<file path="src/rtl/dm_arb_pkg.sv">
// Shared types and constants for the data-memory arbiter between the core and the ext port.
package dm_arb_pkg;

    localparam int DM_AW = 5;
    localparam int DM_DW = 32;

    typedef enum logic [0:0] {
        IDLE  = 1'b0,
        FORCE = 1'b1
    } arb_state_e;

    typedef enum logic [0:0] {
        OWN_CORE = 1'b0,
        OWN_EXT  = 1'b1
    } owner_e;

    function automatic logic [31:0] sat_inc32(input logic [31:0] v);
        return (v == 32'hFFFF_FFFF) ? v : v + 32'd1;
    endfunction

endpackage

</file>
<file path="src/rtl/dm_arbiter_if.sv">
// Core, ext and DM-side signals of the arbiter; slave is the arbiter's view, master the surroundings'.
interface dm_arbiter_if
    import dm_arb_pkg::*;
#(
    parameter int AW = DM_AW
);
    logic             core_req;
    logic             core_we;
    logic [AW-1:0]    core_addr;
    logic [DM_DW-1:0] core_wdata;
    logic [DM_DW-1:0] core_rdata;
    logic             core_stall;
    logic             ext_req;
    logic             ext_we;
    logic [AW-1:0]    ext_addr;
    logic [DM_DW-1:0] ext_wdata;
    logic             ext_gnt;
    logic [DM_DW-1:0] ext_rdata;
    logic             ext_rvalid;
    logic [AW-1:0]    dm_addr;
    logic [DM_DW-1:0] dm_wd;
    logic             dm_we;
    logic [DM_DW-1:0] dm_rd;

    modport slave (
        input  core_req, core_we, core_addr, core_wdata,
        input  ext_req, ext_we, ext_addr, ext_wdata,
        input  dm_rd,
        output core_rdata, core_stall, ext_gnt, ext_rdata, ext_rvalid,
        output dm_addr, dm_wd, dm_we
    );

    modport master (
        output core_req, core_we, core_addr, core_wdata,
        output ext_req, ext_we, ext_addr, ext_wdata,
        output dm_rd,
        input  core_rdata, core_stall, ext_gnt, ext_rdata, ext_rvalid,
        input  dm_addr, dm_wd, dm_we
    );

endinterface

</file>
<file path="src/rtl/dm_arb_starve_timer.sv">
// Counts consecutive blocked ext cycles and flags the cycle that must trigger a forced grant.
module dm_arb_starve_timer #(
    parameter int MAX_WAIT = 4
) (
    input  logic clk,
    input  logic reset,
    input  logic blocked,
    input  logic granted,
    output logic expire
);
    localparam int CW = (MAX_WAIT > 1) ? $clog2(MAX_WAIT) : 1;
    localparam logic [CW-1:0] LAST = CW'(MAX_WAIT - 1);

    logic [CW-1:0] wait_cnt_r;

    assign expire = blocked & (wait_cnt_r == LAST);

    // Wait counter: restarts on grant, on an idle ext port, and once the force is triggered.
    always_ff @(posedge clk or negedge reset) begin
        if (!reset) begin
            wait_cnt_r <= {CW{1'b0}};
        end else if (granted || !blocked || expire) begin
            wait_cnt_r <= {CW{1'b0}};
        end else begin
            wait_cnt_r <= wait_cnt_r + CW'(1'b1);
        end
    end

endmodule

</file>
<file path="src/rtl/dm_arbiter.sv">
// Single-port DM arbiter: core has priority, ext port takes idle slots, starvation forces a core stall.
// Optional feature: define DM_ARB_PERF_EN to add saturating grant/stall performance counters.
module dm_arbiter
    import dm_arb_pkg::*;
#(
    parameter int MAX_WAIT = 4,
    parameter int AW       = DM_AW
) (
    input  logic             clk,
    input  logic             reset,
    dm_arbiter_if.slave      bus
`ifdef DM_ARB_PERF_EN
    ,
    output logic [31:0]      perf_ext_gnt,
    output logic [31:0]      perf_stall
`endif
);
    arb_state_e       state_r;
    arb_state_e       state_nxt_s;
    owner_e           owner_s;
    logic             ext_gnt_s;
    logic             core_stall_s;
    logic             blocked_s;
    logic             expire_s;
    logic [AW-1:0]    dm_addr_s;
    logic [DM_DW-1:0] dm_wd_s;
    logic             dm_we_s;
    logic [DM_DW-1:0] ext_rdata_r;
    logic             ext_rvalid_r;

    assign blocked_s = bus.ext_req & ~ext_gnt_s;

    dm_arb_starve_timer #(.MAX_WAIT(MAX_WAIT)) u_timer (
        .clk     (clk),
        .reset   (reset),
        .blocked (blocked_s),
        .granted (ext_gnt_s),
        .expire  (expire_s)
    );

    // State register.
    always_ff @(posedge clk or negedge reset) begin
        if (!reset) begin
            state_r <= IDLE;
        end else begin
            state_r <= state_nxt_s;
        end
    end

    // Next state: a forced slot lasts exactly one cycle.
    always_comb begin
        state_nxt_s = IDLE;
        case (state_r)
            IDLE:    state_nxt_s = expire_s ? FORCE : IDLE;
            FORCE:   state_nxt_s = IDLE;
            default: state_nxt_s = IDLE;
        endcase
    end

    // Grant/stall decode; both are held low while reset is asserted, even mid-FORCE.
    always_comb begin
        ext_gnt_s    = 1'b0;
        core_stall_s = 1'b0;
        if (!reset) begin
            ext_gnt_s    = 1'b0;
            core_stall_s = 1'b0;
        end else begin
            case (state_r)
                IDLE: begin
                    ext_gnt_s = bus.ext_req & ~bus.core_req;
                end
                FORCE: begin
                    ext_gnt_s    = bus.ext_req;
                    core_stall_s = bus.core_req & bus.ext_req;
                end
                default: begin
                    ext_gnt_s    = 1'b0;
                    core_stall_s = 1'b0;
                end
            endcase
        end
        owner_s = ext_gnt_s ? OWN_EXT : OWN_CORE;
    end

    // DM port mux: exactly one owner per cycle, so core and ext writes never collide.
    always_comb begin
        dm_addr_s = bus.core_addr;
        dm_wd_s   = bus.core_wdata;
        dm_we_s   = 1'b0;
        case (owner_s)
            OWN_EXT: begin
                dm_addr_s = bus.ext_addr;
                dm_wd_s   = bus.ext_wdata;
                dm_we_s   = bus.ext_we & bus.ext_req;
            end
            default: begin
                dm_addr_s = bus.core_addr;
                dm_wd_s   = bus.core_wdata;
                dm_we_s   = bus.core_we & bus.core_req & reset;
            end
        endcase
    end

    // Ext read-data capture at the end of a granted read cycle.
    always_ff @(posedge clk or negedge reset) begin
        if (!reset) begin
            ext_rdata_r  <= 32'h0000_0000;
            ext_rvalid_r <= 1'b0;
        end else if (ext_gnt_s && !bus.ext_we) begin
            ext_rdata_r  <= bus.dm_rd;
            ext_rvalid_r <= 1'b1;
        end else begin
            ext_rvalid_r <= 1'b0;
        end
    end

    assign bus.core_rdata = bus.dm_rd;
    assign bus.core_stall = core_stall_s;
    assign bus.ext_gnt    = ext_gnt_s;
    assign bus.ext_rdata  = ext_rdata_r;
    assign bus.ext_rvalid = ext_rvalid_r;
    assign bus.dm_addr    = dm_addr_s;
    assign bus.dm_wd      = dm_wd_s;
    assign bus.dm_we      = dm_we_s;

`ifdef DM_ARB_PERF_EN
    logic [31:0] perf_ext_gnt_r;
    logic [31:0] perf_stall_r;

    // Saturating counters of granted ext accesses and stalled core cycles.
    always_ff @(posedge clk or negedge reset) begin
        if (!reset) begin
            perf_ext_gnt_r <= 32'd0;
            perf_stall_r   <= 32'd0;
        end else begin
            perf_ext_gnt_r <= ext_gnt_s    ? sat_inc32(perf_ext_gnt_r) : perf_ext_gnt_r;
            perf_stall_r   <= core_stall_s ? sat_inc32(perf_stall_r)   : perf_stall_r;
        end
    end

    assign perf_ext_gnt = perf_ext_gnt_r;
    assign perf_stall   = perf_stall_r;
`endif

endmodule

</file>
<file path="src/flat_wrapper.sv">
// flat-port wrapper written by rule: the top's interface ports become plain ports
module dm_arbiter_flat import dm_arb_pkg::*;
#(
    parameter int MAX_WAIT = 4,
    parameter int AW       = DM_AW
)
  (clk, reset, bus_core_req, bus_core_we, bus_core_addr, bus_core_wdata, bus_ext_req, bus_ext_we, bus_ext_addr, bus_ext_wdata, bus_dm_rd, bus_core_rdata, bus_core_stall, bus_ext_gnt, bus_ext_rdata, bus_ext_rvalid, bus_dm_addr, bus_dm_wd, bus_dm_we);
  dm_arbiter_if #(.AW(AW)) bus_i ();
  input  logic clk;
  input  logic reset;
  input wire logic [$bits(bus_i.core_req)-1:0] bus_core_req;
  input wire logic [$bits(bus_i.core_we)-1:0] bus_core_we;
  input wire logic [$bits(bus_i.core_addr)-1:0] bus_core_addr;
  input wire logic [$bits(bus_i.core_wdata)-1:0] bus_core_wdata;
  input wire logic [$bits(bus_i.ext_req)-1:0] bus_ext_req;
  input wire logic [$bits(bus_i.ext_we)-1:0] bus_ext_we;
  input wire logic [$bits(bus_i.ext_addr)-1:0] bus_ext_addr;
  input wire logic [$bits(bus_i.ext_wdata)-1:0] bus_ext_wdata;
  input wire logic [$bits(bus_i.dm_rd)-1:0] bus_dm_rd;
  output wire logic [$bits(bus_i.core_rdata)-1:0] bus_core_rdata;
  output wire logic [$bits(bus_i.core_stall)-1:0] bus_core_stall;
  output wire logic [$bits(bus_i.ext_gnt)-1:0] bus_ext_gnt;
  output wire logic [$bits(bus_i.ext_rdata)-1:0] bus_ext_rdata;
  output wire logic [$bits(bus_i.ext_rvalid)-1:0] bus_ext_rvalid;
  output wire logic [$bits(bus_i.dm_addr)-1:0] bus_dm_addr;
  output wire logic [$bits(bus_i.dm_wd)-1:0] bus_dm_wd;
  output wire logic [$bits(bus_i.dm_we)-1:0] bus_dm_we;
  assign bus_i.core_req = bus_core_req;
  assign bus_i.core_we = bus_core_we;
  assign bus_i.core_addr = bus_core_addr;
  assign bus_i.core_wdata = bus_core_wdata;
  assign bus_i.ext_req = bus_ext_req;
  assign bus_i.ext_we = bus_ext_we;
  assign bus_i.ext_addr = bus_ext_addr;
  assign bus_i.ext_wdata = bus_ext_wdata;
  assign bus_i.dm_rd = bus_dm_rd;
  assign bus_core_rdata = bus_i.core_rdata;
  assign bus_core_stall = bus_i.core_stall;
  assign bus_ext_gnt = bus_i.ext_gnt;
  assign bus_ext_rdata = bus_i.ext_rdata;
  assign bus_ext_rvalid = bus_i.ext_rvalid;
  assign bus_dm_addr = bus_i.dm_addr;
  assign bus_dm_wd = bus_i.dm_wd;
  assign bus_dm_we = bus_i.dm_we;
  dm_arbiter #(.MAX_WAIT(MAX_WAIT), .AW(AW)) u_core (.clk(clk), .reset(reset), .bus(bus_i));
endmodule
</file>
<file path="config.mk">
export PLATFORM = sky130hd
export DESIGN_NAME = dm_arbiter_flat
export DESIGN_NICKNAME = d
export VERILOG_FILES = /design/src/rtl/dm_arb_pkg.sv /design/src/rtl/dm_arbiter_if.sv /design/src/rtl/dm_arb_starve_timer.sv /design/src/rtl/dm_arbiter.sv /design/src/flat_wrapper.sv
export SDC_FILE = /design/constraint.sdc
export NUM_CORES = 1
export LEC_CHECK = 0
export BUFFER_PORTS_ARGS = -buffer_cell sky130_fd_sc_hd__buf_4
export CORE_AREA = 2 2 84 86
export CTS_CLUSTER_DIAMETER = 50
export CTS_CLUSTER_SIZE = 20
export DETAILED_ROUTE_END_ITERATION = 12
export DIE_AREA = 0 0 86 88
export PLACE_DENSITY = 0.73
export SYNTH_ARGS = -nofsm -noshare
export SYNTH_HDL_FRONTEND = slang
export SYNTH_SLANG_ARGS = --single-unit
export TNS_END_PERCENT = 100
</file>
<file path="constraint.sdc">
create_clock -name clk -period 4.1 [get_ports clk]
set_input_delay 0.205 -clock clk [delete_from_list [all_inputs] [get_ports clk]]
set_output_delay 0.205 -clock clk [all_outputs]
set_load 0.01 [all_outputs]
</file>
# Word-level counts from Yosys, hierarchy flattened
# Index checks and enable logic that the tools add are counted.
# classes
add_sub_neg	1
n_bitwise	10
muxes	12
n_eq_ne	1
n_reduce_logical	5
# ops
operator	n
two-way mux 32 bit	1
bitwise AND 1 bit	7
two-way mux 1 bit	7
two-way mux 5 bit	1
one-hot mux 1 bit (2 select lines)	2
NOT 1 bit	3
adder 2 x 1 -> 2 bit (second input constant)	1
== test 2 bit (second input constant)	1
logical NOT 1 bit	2
logical OR 1 bit	2
two-way mux 2 bit	1
logical AND 1 bit	1
# word_totals
regBits	36
out_inout_bits	105
wordCells	33

# Longest topological paths before layout
# Gate-level depths: netlist of run 1.
# logic_depth
word_depth	10
mapped_depth	4

# Modules after synthesis
# From an unflattened synthesis of run 1, not the netlist that was laid out.
# unflattened
cells_unflattened	159
hier_area_um2	2104.5
# modules_own_cells
mod	cells_per_inst	area_each_um2	n_inst	seq_area_each_um2
dm_arbiter	153	2008.2	1	850.8
dm_arb_starve_timer	6	96.3	1	50.0

# Least setup slack after synthesis of run 1
# OpenSTA, ideal clock, no wires.
# synth_path
kind	reg-to-output
from	register u_core.state_r
to	output port bus_dm_wd[27]
n_path_buf	1
path_stages_with_launch	5
arrival_ns	1.286
slack_ns	2.609
cell_sequence	dfrtp_1 and2b_4 nor2_2 buf_2 mux2_1
# synth_via
elab_chain_cells	5
# synth_rtl
element	line	text
from (decl)	dm_arbiter.sv:18	arb_state_e state_r;
from (signal assigned)	dm_arbiter.sv:46	state_r <= state_nxt_s;
NOT 1 bit	dm_arbiter.sv:68	case (state_r)
one-hot mux 1 bit (2 select lines) *	dm_arbiter.sv:68	
two-way mux 1 bit *	dm_arbiter.sv:64	if (!reset) begin
named net bus_ext_gnt	flat_wrapper.sv:22	output wire logic [$bits(bus_i.ext_gnt)-1:0] bus_ext_gnt;
two-way mux 1 bit *	dm_arbiter.sv:82	owner_s = ext_gnt_s ? OWN_EXT : OWN_CORE;
two-way mux 32 bit *	dm_arbiter.sv:90	case (owner_s)
to (decl)	flat_wrapper.sv:26	output wire logic [$bits(bus_i.dm_wd)-1:0] bus_dm_wd;
# The timed path passes the listed nets; every way through them passes the cells marked *.

# Worst setup path in the final report of run 1
# layout_path
from	input port reset
to	output port bus_dm_wd[19]
# layout_via
elab_chain_cells	3
# layout_rtl
element	line	text
from (decl)	flat_wrapper.sv:10	input logic reset;
two-way mux 1 bit	dm_arbiter.sv:64	
two-way mux 1 bit	dm_arbiter.sv:82	
two-way mux 32 bit	dm_arbiter.sv:90	
# No other way between the ends.

==> results of run 1 <==
## synthesized netlist by cell type (all sizes together)
| cell type | number |
|---|---|
| nand2 | 2 |
| nor3 | 1 |
| nor2b | 1 |
| ha | 1 |
| nor4b | 1 |
| buf | 39 |
| o21ai | 1 |
| nor2 | 2 |
| dfrtp | 36 |
| mux2 | 69 |
| and2b | 1 |
| nand3 | 1 |
| nor4bb | 2 |
## cell families (layout without fill, tap and decap cells)
kind of cell,Yosys count,after routing,synth area share [%]
mux,69,69,37.5
simple gates,11,11,4.04
fa+ha+maj,1,1,0.603
flops,36,36,43.5
compound gates,1,1,0.241
buf+inv,39,226,14.2
## per-stage QoR
| stage | area [µm²] | setup WS [ns] | power, µW |
|---|---|---|---|
| 5_1_grt | 3620 | 0.713 | 1250 |
| 3_5_place_dp | 3510 | 1.48 | 934 |
| 6_report | 3620 | 0.976 | 1180 |
| 3_3_place_gp | 3510 | 1.53 | 921 |
| 2_1_floorplan | 2070 | 2.61 | 662 |
| 4_1_cts | 3620 | 0.908 | 1200 |
## state kept, by name (all words and copies together) (netlist names)
name,cells
u_core.bus.ext_rdata,32
u_core.u_timer.wait_cnt_r,2
u_core.bus.ext_rvalid,1
u_core.state_r,1
## worst max path at each step
| stage | to | slack, ns | cells after the start |
|---|---|---|---|
| floorplan | bus_dm_wd[27] | 2.61 | 4 |
| global placement | bus_dm_wd[14] | 1.53 | 5 |
| detailed placement | bus_dm_wd[29] | 1.48 | 5 |
| CTS | bus_dm_wd[17] | 0.91 | 6 |
| global route | bus_dm_wd[17] | 0.71 | 6 |
| finish | bus_dm_wd[19] | 0.98 | 6 |
## metal layers
metal	GRT usage (%)	vias up	share of wire, %
met3	6.31	2	11
met5	0	-	0
met4	4.33	0	0.63
met2	28.7	115	54
met1	16.2	874	34
li1	-	893	-
## final cells by class
class | count | area, µm² | area share [%]
timing repair buffer | 218 | 1640 | 45.3
clock buffer | 7 | 86.3 | 2.39
tap | 80 | 100 | 2.77
sequential | 36 | 901 | 24.9
clock inverter | 1 | 7.51 | 0.208
multi-input combinational | 82 | 883 | 24.4
## power groups by stage
stage / Combinational, µW / Sequential [µW] / Clock [µW]
after floorplan: 157 / 505 / 0
after global placement: 453 / 469 / 0
after detailed placement: 462 / 472 / 0
after CTS: 463 / 466 / 268
after global routing: 486 / 474 / 288
final: 457 / 464 / 257
==> impl_metrics.yaml, run 1 <==
detailed_routing:
  drt_first_pass_iters: 4
  drc: 0
  routed_via_density: 4.44
  drt-wirelength-per-cell_um: 15.2
  drt-total-wl_mm: 6.46
  drt_iter0_markers: 29
  ant_nets: 0
  num_vias: 1884
cells_and_area:
  most-common-layout-cells: "217 x buf_4, 66 x mux2_2, 36 x dfrtp_1"
  final_util_pct: 54.4
  syn_to_final_growth_pct: 74.5
  fillers: 606
  layout_commonest_cell: "buf_4"
  nets: 456
  fin_cells: 424
  diodes: 0
  drive_gt1_share_pct: 85.2
run:
  drv_cap: 0
floorplan:
  rows: 30
  die_y_um: 88
  io_pins: 217
  fp.dieArea_um2: 7570
  coreArea_um2: 6640
  start_util_pct: 31.2
  die_w_um: 86
synth:
  avgSynthCellArea_um2: 13.2
  synth_largest_area_cell: "dfrtp_1"
  yosysTopAreaCellShare_pct: 43.5
  synth_area_leaders: "dfrtp_1 43%, mux2_2 36%, buf_4 12%"
  syn-instance-count: 157
  synth_fp_nets: 270
  ys_seq_elements: 36
  synthDistinctLibCells: 17
  ys_seq_area_share_pct: 43.5
  synth_area_um2: 2070
  yosysWarnings: 0
setup_path:
  crit_arrival_ns: 2.92
  r2r_cells: 3
  crit_family: "simple AND/OR/NAND/NOR gates"
  cp-start-kind: "input port"
  end_kind: "primary output"
  r2r_start: "u_core.state_r"
  path_class: "in2out"
  reg2reg_slack_ns: 2.41
  worst-path-buf-inv: 3
  cp_common_cell: "buf_4"
  slowest_stage: "nor2_4"
  worstPathCellList: "dlygate4sd3_1, buf_4, nand2_1, nor2_4, mux2_2, buf_4"
  r2r-end: "u_core.u_timer.wait_cnt_r[1]"
  cpPeakStageDelay_ns: 0.88
  cp_max_fo: 41
  required_ns: 3.89
  startpoint: "reset"
pwr:
  power_density_nw_per_um2: 325
  pwr-share-comb_pct: 38.8
  p_sw_share_pct: 27.8
  p_clk_share_pct: 21.8
  p_leak_uw: 0.00183
  ir_worst_vdd_v: 0.000136
  seq_power_share_pct: 39.4
  internal-power_uw: 850
  power.switching_uw: 327
worst_hold_path:
  holdPathStages: 2
  whs_endpoint: "u_core.bus.ext_rdata[8]"
  hp-start: "bus_dm_rd[8]"
  holdCritPathClass: "in2reg"
global_route:
  antenna_found_initial: 0
  track_usage_pct: 15.5
  grt_pass1_wl_mm: 9.06
  grt_pass1_vias: 1940
  overflow: 0
  grt_start_max_net_pins: 42
sta:
  drv_slew: 0
  finClkSkew_ns: 0.00602
  rsz0062_at_grt: "no"
  hold_violations: 0
  worstMarginPinSlew_ns: 1.07
  fin_crit_sh_pct: 76.2
  fmax_mhz: 320
  period_needed_ns: 3.12
  hold_ws_ns: 0.159
  finalSetupTns_ns: 0
  setup_viol: 0
  max_slew_margin_pct: 28.2
clock_network:
  cts.sinks: 36
  cts-resized-gates: 0
  hold_buffers: 1
  clockRootBuffer: "clkbuf_8"
  h-tree-depth: 2
  insertion_delay_ns: 0.28
  ctsLongestPathBuffers: 2
  cts.clk_slew.worst_paths_ns: 0.07
  numCtsBuffers: 5
  cts_tree: "yes"
  post_cts_buffers: 0
placement:
  hpwl_mm: 5.42
  post-place-cells: 415
  port_buffers: 216
  place.gp.congestion: 0.780
run_status:
  status: "completed"
No activity file was read; power rests on OpenSTA's default activity.
==> run 2, diff against run 1 <==
Settings changed: CORE_AREA 2 2 84 86 to 2 2 85 87, DIE_AREA 0 0 86 88 to 0 0 87 89, PLACE_DENSITY 0.73 to 0.71.
Clock period 4.1 ns to 3.2 ns, I/O delays scaled along.
==> impl_metrics.yaml, run 2 (same netlist as run 1, synthesis figures left out) <==
setup_path:
  reg2reg_slack_ns: 1.59
  crit_path_end: "bus_dm_addr[2]"
  cp_common_cell: "buf_4"
  worstPathCellList: "dlygate4sd3_1, buf_4, nand2_1, nor2_4, buf_4, mux2_2, buf_4"
  r2r_cells: 4
  r2r_start: "u_core.state_r"
  required_ns: 3.04
  crit_arrival_ns: 2.52
  r2r-end: "u_core.bus.ext_rdata[1]"
  startpoint: "reset"
  cpPeakStageDelay_ns: 0.53
  end_kind: "primary output"
  cp_max_fo: 41
  cp-start-kind: "input port"
  path_class: "in2out"
  slowest_stage: "dlygate4sd3_1"
placement:
  hpwl_mm: 5.12
  post-place-cells: 416
  port_buffers: 216
  pre_cts_slack_ns: 1.01
  place.gp.congestion: 0.706
detailed_routing:
  drt_iter0_markers: 29
  drc: 0
  num_vias: 1863
  drt-wirelength-per-cell_um: 14.3
  drt_first_pass_iters: 4
  routed_via_density: 4.38
  ant_nets: 0
  drt-total-wl_mm: 6.09
sta:
  fin_crit_sh_pct: 83.9
  hold_violations: 0
  setup_ws_ns: 0.516
  max_slew_margin_pct: 66.8
  fmax_mhz: 373
  rsz0062_at_grt: "no"
  hold_ws_ns: 0.107
  finClkSkew_ns: 0.00766
  finalSetupTns_ns: 0
  worstMarginPinSlew_ns: 0.498
  setup_viol: 0
  drv_slew: 0
  period_needed_ns: 2.68
pwr:
  finalPower_uw: 1510
  ir_worst_vdd_v: 0.000206
  p_leak_uw: 0.00184
  power_density_nw_per_um2: 417
global_route:
  overflow: 0
  busiest_layer: "met2"
  grt_use_met1_pct: 16.5
  grt_use_met3_pct: 3.51
  grt_pass1_wl_mm: 8.64
  grt_start_max_net_pins: 42
  antenna_found_initial: 0
  grt_pass1_vias: 1884
  grtUsageMet2_pct: 25.7
  track_usage_pct: 14.2
cells_and_area:
  drive_gt1_share_pct: 85.5
  syn_to_final_growth_pct: 75.0
  largest_reg_flops: 32
  fin_cells: 425
  layout_commonest_cell: "buf_4"
  nets: 457
  most-common-layout-cells: "218 x buf_4, 66 x mux2_2, 36 x dfrtp_1"
  diodes: 0
  fillers: 606
clock_network:
  h-tree-depth: 2
  clockRootBuffer: "clkbuf_8"
  numCtsBuffers: 5
  cts.sinks: 36
  cts_tree: "yes"
  cts-resized-gates: 0
  insertion_delay_ns: 0.28
  ctsLongestPathBuffers: 2
  cts.clk_slew.worst_paths_ns: 0.08
worst_hold_path:
  holdCritPathClass: "in2reg"
run_status:
  status: "completed"
floorplan:
  fp.dieArea_um2: 7740
  coreArea_um2: 6720
  die_y_um: 89
  die_w_um: 87
  io_pins: 217
  rows: 30
  start_util_pct: 30.9
run:
  drv_cap: 0
## run 2: where the power goes
group | switching (µW) | leakage (µW) | internal (µW) | total [µW]
registers | 43.8 | 0.000437 | 549 | 593
clock network | 163 | 0.0000516 | 176 | 339
logic | 217 | 0.00135 | 365 | 582
## run 2: stage by stage
| stage | cell area [µm²] | utilization (%) |
|---|---|---|
| floorplan | 2070 | - |
| global placement | 3520 | 52.4 |
| detailed placement | 3520 | 52.4 |
| CTS | 3630 | 54.0 |
| global route | 3630 | 54.0 |
| finish | 3630 | 54.0 |
## run 2: layout make-up
| type | instances | area [µm²] | share of cell area [%] |
|---|---|---|---|
| Multi-Input combinational cell | 82 | 883 | 24.4 |
| Clock buffer | 6 | 82.6 | 2.28 |
| Timing Repair Buffer | 219 | 1650 | 45.4 |
| Sequential cell | 36 | 901 | 24.8 |
| Tap cell | 80 | 100 | 2.76 |
| Clock inverter | 2 | 13.8 | 0.379 |
## run 2: what timing repair did
action,CTS,global route
buffers inserted,0,0
setup endpoints to repair,0,0
endpoints found under the hold margin,36,0
hold buffers,1,0
## run 2: worst min path at each step
stage | from | endpoint | cells past startpoint
after floorplan | reset | u_core.bus.ext_rdata[0] | 0
after global placement | reset | u_core.bus.ext_rdata[0] | 1
after detailed placement | reset | u_core.bus.ext_rdata[0] | 1
after CTS | bus_dm_rd[20] | u_core.bus.ext_rdata[20] | 2
after global routing | bus_dm_rd[24] | u_core.bus.ext_rdata[24] | 2
final | bus_dm_rd[20] | u_core.bus.ext_rdata[20] | 2
## run 2: metal layers
layer	vias up	wire length [µm]
met5	-	0
met4	0	37
met3	2	510
met2	105	3380
met1	864	2150
li1	892	-
## run 2: critical path: cells and delay by family
family | cells | cell delay [ns]
simple gates | 2 | 0.41
mux | 1 | 0.40
buf+inv | 4 | 1.52
==> run 3, diff against run 2 <==
Settings changed: CORE_AREA 2 2 85 87 to 2 2 84 86, DIE_AREA 0 0 87 89 to 0 0 86 88, PLACE_DENSITY 0.71 to 0.76.
Clock period 3.2 ns to 2.4 ns, I/O delays scaled along.
==> impl_metrics.yaml, run 3 (same netlist as run 1, synthesis figures left out) <==
floorplan:
  rows: 30
  die_w_um: 86
  coreArea_um2: 6640
  io_pins: 217
  fp.dieArea_um2: 7570
  die_y_um: 88
  start_util_pct: 31.2
sta:
  finalSetupTns_ns: 0
  drv_slew: 0
  rsz0062_at_grt: "no"
  setup_viol: 0
  fmax_mhz: 461
  period_needed_ns: 2.17
  worstMarginPinSlew_ns: 0.488
  hold_violations: 0
  finClkSkew_ns: 0.00512
  hold_ws_ns: 0.0725
  max_slew_margin_pct: 67.5
  fin_crit_sh_pct: 90.4
detailed_routing:
  dr.max_layer_used: "met4"
  routed_via_density: 4.41
  ant_nets: 0
  drt_iter0_markers: 44
  drt-met1-wl_mm: 2.34
  drt-wirelength-per-cell_um: 15.1
  drt_first_pass_iters: 6
  drc: 0
  dr_wl_met2_mm: 3.40
  wl_met3_um: 655
  num_vias: 1880
  drt-total-wl_mm: 6.44
global_route:
  grt_pass1_wl_mm: 9.03
  track_usage_pct: 15.5
  grt_pass1_vias: 1831
  antenna_found_initial: 0
  grt_start_max_net_pins: 42
  overflow: 0
placement:
  port_buffers: 216
  place.gp.congestion: 0.804
  hpwl_mm: 5.47
  place_area_um2: 3540
clock_network:
  insertion_delay_ns: 0.28
  cts-resized-gates: 0
  hold_buffers: 1
  post_cts_buffers: 0
  numCtsBuffers: 5
  h-tree-depth: 2
  cts_tree: "yes"
  cts.sinks: 36
  cts.clk_slew.worst_paths_ns: 0.07
  ctsLongestPathBuffers: 2
  clockRootBuffer: "clkbuf_8"
cells_and_area:
  syn_to_final_growth_pct: 75.8
  diodes: 0
  layout_commonest_cell: "buf_4"
  final_util_pct: 54.9
  fillers: 598
  nets: 458
  most-common-layout-cells: "218 x buf_4, 66 x mux2_2, 36 x dfrtp_1"
  postLayoutCellArea_um2: 3640
  largest_reg_flops: 32
  drive_gt1_share_pct: 85.3
setup_path:
  required_ns: 2.28
  cp_max_fo: 41
  reg2reg_slack_ns: 0.80
  end_kind: "primary output"
  path_class: "in2out"
  cp-start-kind: "input port"
  crit_arrival_ns: 2.05
run:
  drv_cap: 0
run_status:
  status: "completed"
worst_hold_path:
  holdCritPathClass: "in2reg"
pwr:
  power_density_nw_per_um2: 551
  p_leak_uw: 0.00184
  ir_worst_vdd_v: 0.000254
## run 3: cell type report
class	instances	area (µm²)	share of cell area, %
well taps	80	100	2.75
multi-input cells	82	883	24.2
clock buffers	7	86.3	2.37
clock inverters	1	7.51	0.206
repair buffers	220	1670	45.7
flip-flops and latches	36	901	24.7
## run 3: per-stage QoR
step           std cells  power, µW  worst slack, ns
2_1_floorplan        157       1130            0.967
3_3_place_gp         417       1580            0.710
3_5_place_dp         417       1590            0.682
4_1_cts              426       2050            0.223
5_1_grt              426       2140            0.118
6_report             426       2010            0.231
## run 3: worst paths after layout
check / start / cells after the start / end
max in group asynchronous: reset / 3 / u_core.u_timer.wait_cnt_r[1]
min: bus_dm_rd[20] / 2 / u_core.bus.ext_rdata[20]
max: reset / 7 / bus_dm_wd[10]
max reg2reg: u_core.state_r / 4 / u_core.bus.ext_rdata[15]
min in group asynchronous: reset / 3 / u_core.bus.ext_rdata[31]
min reg2reg: u_core.u_timer.wait_cnt_r[0] / 1 / u_core.u_timer.wait_cnt_r[0]
## run 3: where the power goes
part | internal [µW] | switching, µW | leakage, µW
logic | 488 | 289 | 0.00136
registers | 733 | 60.0 | 0.000437
clock network | 233 | 207 | 0.0000445
## run 3: routing by layer
layer	track usage, %	vias up
li1	-	895
met1	18.4	866
met2	26.5	115
met3	5.56	4
met4	4.47	0
met5	0	-
## run 3: worst max-delay path: stages
cell	delay (ns)
dlygate4sd3_1	0.54
buf_4	0.12
nand2_1	0.15
nor2_4	0.13
buf_4	0.42
mux2_2	0.39
buf_4	0.15
